### config.mk
export PLATFORM = sky130hd
export DESIGN_NAME = fetch_ctrl
export DESIGN_NICKNAME = d
export VERILOG_FILES = /design/src/rtl/fetch_pkg.sv /design/src/rtl/fetch_ctrl.sv
export SDC_FILE = /design/constraint.sdc
export NUM_CORES = 1
export LEC_CHECK = 0
export CAP_MARGIN = 20
export CORE_UTILIZATION = 35
export DETAILED_ROUTE_END_ITERATION = 8
export GPL_TIMING_DRIVEN = 0
export PLACE_DENSITY_LB_ADDON = 0.05
export SETUP_SLACK_MARGIN = 0.5
export SYNTH_ARGS = -nofsm -noshare
export SYNTH_HDL_FRONTEND = slang
export SYNTH_SLANG_ARGS = --single-unit
### constraint.sdc
create_clock -name clk -period 2.6 [get_ports clk]
set_input_delay 0.39 -clock clk [delete_from_list [all_inputs] [get_ports clk]]
set_output_delay 0.39 -clock clk [all_outputs]
set_load 0.01 [all_outputs]
### src/rtl/fetch_pkg.sv
// Shared types and constants for the instruction fetch controller.
package fetch_pkg;

    typedef enum logic [1:0] {
        S_REQ   = 2'd0,
        S_WAIT  = 2'd1,
        S_HOLD  = 2'd2,
        S_FLUSH = 2'd3
    } fetch_state_t;

    localparam int unsigned PC_STEP = 4;

endpackage

### src/rtl/fetch_ctrl.sv
// Instruction fetch sequencer: owns the PC, issues one imem request at a
// time, hands fetched words to decode and squashes responses of killed
// requests after a redirect.
module fetch_ctrl
    import fetch_pkg::*;
#(
    parameter int unsigned           WORD_WIDTH = 32,
    parameter logic [WORD_WIDTH-1:0] RESET_PC   = '0
) (
    input  logic                  clk,
    input  logic                  rst,
    input  logic                  redirect_i,
    input  logic [WORD_WIDTH-1:0] redirect_pc_i,
    output logic                  imem_req_o,
    output logic [WORD_WIDTH-1:0] imem_addr_o,
    input  logic                  imem_gnt_i,
    input  logic                  imem_rvalid_i,
    input  logic [WORD_WIDTH-1:0] imem_rdata_i,
    output logic                  instr_valid_o,
    output logic [WORD_WIDTH-1:0] instr_o,
    output logic [WORD_WIDTH-1:0] instr_pc_o,
    input  logic                  instr_ready_i,
    output logic                  misalign_o,
    output logic [WORD_WIDTH-1:0] fetch_cnt_o
);

    fetch_state_t          state;
    fetch_state_t          state_next;
    logic [WORD_WIDTH-1:0] pc;
    logic [WORD_WIDTH-1:0] target_aligned;
    logic                  capture_c;
    logic                  accept_c;

    // Redirect targets are forced onto a word boundary.
    assign target_aligned = {redirect_pc_i[WORD_WIDTH-1:2], 2'b00};
    assign imem_addr_o    = pc;

    // State register.
    always_ff @(posedge clk) begin
        if (rst) begin
            state <= S_REQ;
        end else begin
            state <= state_next;
        end
    end

    // Next-state logic; a redirect always wins over sequential progress.
    always_comb begin
        state_next = state;
        case (state)
            S_REQ: begin
                if (imem_gnt_i) begin
                    state_next = redirect_i ? S_FLUSH : S_WAIT;
                end
            end
            S_WAIT: begin
                if (imem_rvalid_i) begin
                    state_next = redirect_i ? S_REQ : S_HOLD;
                end else if (redirect_i) begin
                    state_next = S_FLUSH;
                end
            end
            S_FLUSH: begin
                if (imem_rvalid_i) begin
                    state_next = S_REQ;
                end
            end
            S_HOLD: begin
                if (redirect_i || instr_ready_i) begin
                    state_next = S_REQ;
                end
            end
            default: state_next = S_REQ;
        endcase
    end

    // State-decoded handshake outputs and datapath strobes.
    always_comb begin
        imem_req_o    = 1'b0;
        instr_valid_o = 1'b0;
        capture_c     = 1'b0;
        accept_c      = 1'b0;
        case (state)
            S_REQ:  imem_req_o = 1'b1;
            S_WAIT: capture_c  = imem_rvalid_i && !redirect_i;
            S_HOLD: begin
                instr_valid_o = 1'b1;
                accept_c      = instr_ready_i && !redirect_i;
            end
            default: ;
        endcase
    end

    // PC, instruction buffer, misalign flag and retired-fetch counter.
    always_ff @(posedge clk) begin
        if (rst) begin
            pc          <= RESET_PC;
            instr_o     <= '0;
            instr_pc_o  <= '0;
            misalign_o  <= 1'b0;
            fetch_cnt_o <= '0;
        end else begin
            misalign_o <= redirect_i && (redirect_pc_i[1:0] != 2'b00);
            if (redirect_i) begin
                pc <= target_aligned;
            end else if (accept_c) begin
                pc <= pc + WORD_WIDTH'(PC_STEP);
            end
            if (capture_c) begin
                instr_o    <= imem_rdata_i;
                instr_pc_o <= pc;
            end
            if (accept_c) begin
                fetch_cnt_o <= fetch_cnt_o + WORD_WIDTH'(1);
            end
        end
    end

endmodule

==> impl_metrics.tcl <==
set metrics [dict create \
    status "completed" \
    cts-root-buf "clkbuf_16" \
    ys_seq_elements 127 \
    drv_cap 0 \
    post-route-period-util 0.788 \
    cts.htree.levels 4 \
    route.met3.wl_um 932 \
    ys_types 48 \
    synthCells 684 \
    num_vias 5640 \
    crit_arrival_ps 2370 \
    yosysTopAreaCell "dfxtp_1" \
    max_freq_ghz 0.488 \
    relSlewSlack 0.609 \
    vias_per_cell 5.10 \
    wl_met2_mm 8.38 \
    synth_area_leaders "dfxtp_1 (46%), nand2_1 (10%), a21oi_1 (7.4%)" \
    synth_edf_count 0 \
    crit_chain "nand4_1, or4_1, or3_1, a311oi_1" \
    grt_pass1_vias 5440 \
    fin_tns_setup_ps 0 \
    drive_gt1_frac 0.0971 \
    final-hold-violation-count 0 \
    portBuffers 195 \
    nets 979 \
    fillers 1402 \
    layout_commonest_cell "clkdlybuf4s50_1" \
    first_pass_iters 5 \
    worstPathRequired_ps 2920 \
    io_pins 201 \
    worst_slew_pin_slew_ps 587 \
    drt-initial-drc-count 318 \
    cts_sinks 127 \
    synth_flop_cell "dfxtp_1" \
    yosysWarnings 0 \
    ys_seq_area_frac 0.465 \
    synth_top_area_share 0.465 \
    rsz0062_at_grt "yes" \
    cts_buffers 17 \
    power_density_nw_per_um2 572 \
    grt_overflow 0 \
    place_area_um2 7670 \
    die_y_um 127 \
    cp_max_fo 8 \
    grt_pass1_wl_mm 27.7 \
    end_kind "flop" \
    initial_core_util 0.360 \
    detailed_place_hpwl_mm 13.0 \
    final_cell_mix "clkdlybuf4s50_1 (192), nand2_1 (150), dfxtp_1 (112)" \
    dr.max_layer_used "met5" \
    wl_mm 17.6 \
    worstSetupPathType "flop to flop" \
    hold_buffers 0 \
    grt_max_degree 17 \
    place_congestion 0.826 \
    p_leak_uw 0.00293 \
    crit_path_max_incr_delay_ps 680 \
    drt-met1-wl_mm 7.87 \
    setup_viol 0 \
    clk_latency_ps 410 \
    min_period_ps 2050 \
    syn_avg_cell_area_um2 8.00 \
    dieArea_um2 16100 \
    min_path_type "input pin to flop" \
    syn_to_final_growth_pct 54.4 \
    ant_nets 0 \
    cts_tree "built" \
    track_usage 0.220 \
    syn_area_um2 5470 \
    stdcell_area_um2 8450 \
    die_x_um 127 \
    drc 0 \
    std_cell_rows 45 \
    worstSetupStartpointType "flop" \
    cts_buffer_depth 2 \
    path_clk_slew_ps 60 \
    post_drt_wl_per_cell_um 15.9 \
    fin_util 0.556 \
    drv_slew 0 \
    coreArea_um2 15200 \
    vdd_drop_max_mv 0.434 \
    fin_skew_ps 6.48 \
    ys_async_sr_fraction 0 \
    crit_slowest_cell "or4_1" \
    antenna_found_initial 2 \
]
state kept, by name, summed over array words and instances (netlist names):
name         flops
fetch_cnt_o     32
imem_addr_o     30
misalign_o       1
state            2
instr_pc_o      30
instr_o         32
where the power goes:
part	switching [uW]	leakage [uW]	internal [uW]
Sequential	72.2	0.00104	2000
Clock	822	0.000277	1460
Combinational	217	0.00161	258
synthesized netlist by cell type, drive strengths merged (2+ instances only):
| master | count |
|---|---|
| nand2 | 150 |
| dfxtp | 127 |
| a21oi | 81 |
| nor2 | 63 |
| clkbuf | 33 |
| xnor2 | 26 |
| nand4 | 23 |
| nand3 | 19 |
| nor3 | 15 |
| buf | 14 |
| nor4 | 13 |
| o21ai | 13 |
| xor2 | 13 |
| inv | 11 |
| or3 | 10 |
| and3 | 9 |
| a211oi | 8 |
| and4 | 8 |
| nor2b | 7 |
| a311oi | 5 |
| mux2i | 5 |
| mux2 | 3 |
| nand4b | 3 |
| or4 | 3 |
| a2111oi | 2 |
| and2 | 2 |
| ha | 2 |
| nor4b | 2 |
| o211ai | 2 |
| o21bai | 2 |
critical path, delay by kind of cell, from the launching register on:
| family | cells | cell delay (ps) |
|---|---|---|
| AO/OA/AOI/OAI | 1 | 250 |
| flip-flops | 1 | 400 |
| AND/OR/NAND/NOR | 3 | 1300 |
logic make-up (layout without fill, tap and decap cells):
| kind of cell | Yosys count | count (layout) | share of synthesized area |
|---|---|---|---|
| AOI/OAI and AO/OA | 118 | 118 | 0.121 |
| xor gates and xnor gates | 39 | 39 | 0.0625 |
| adders and majority gates | 2 | 2 | 0.00457 |
| buffers and inverters | 58 | 288 | 0.0439 |
| DFF | 127 | 127 | 0.465 |
| muxes | 8 | 8 | 0.0153 |
| other | 1 | 5 | 0.000686 |
| and+or+nand+nor | 331 | 331 | 0.287 |
stage by stage:
stage	hold slack (ps)	cells	setup WS [ps]	total power, uW
after floorplan	481	687	554	2290
after global placement	441	1070	-489	2570
after detailed placement	449	1071	-499	2580
after CTS	411	1103	462	4890
after global routing	454	1105	443	5020
final	440	1106	551	4830
repair_timing:
action | 4_1_cts | 5_1_grt
setup buffers | 3 | 2
pin swaps | 4 | 5
endpoints found under the setup margin | 109 | 59
resized for setup | 29 | 41
worst paths after layout:
check / from / to / slack, ps / cells past startpoint
worst min register to register: instr_pc_o[29] / instr_pc_o[29] / 450 / 2
worst max-delay path: imem_addr_o[5] / imem_addr_o[23] / 550 / 4
worst min-delay path: redirect_i / imem_addr_o[22] / 440 / 3
worst max register to register: imem_addr_o[5] / imem_addr_o[23] / 550 / 4
routing by layer:
metal	up-vias	track usage
li1	2797	-
met1	2642	0.277
met2	171	0.360
met3	28	0.0574
met4	2	0.0868
met5	-	0
cell type report:
cell class | count | area, um2 | share of cell area
multi-input combinational | 502 | 2800 | 0.331
sequential | 127 | 2570 | 0.304
timing repair buffer | 201 | 2000 | 0.237
clock buffer | 22 | 474 | 0.0561
buffer | 47 | 238 | 0.0281
tap | 188 | 235 | 0.0278
clock inverter | 7 | 87.6 | 0.0104
inverter | 11 | 41.3 | 0.00489
antenna | 1 | 2.50 | 0.000296
(Power assumes the default switching activity.)
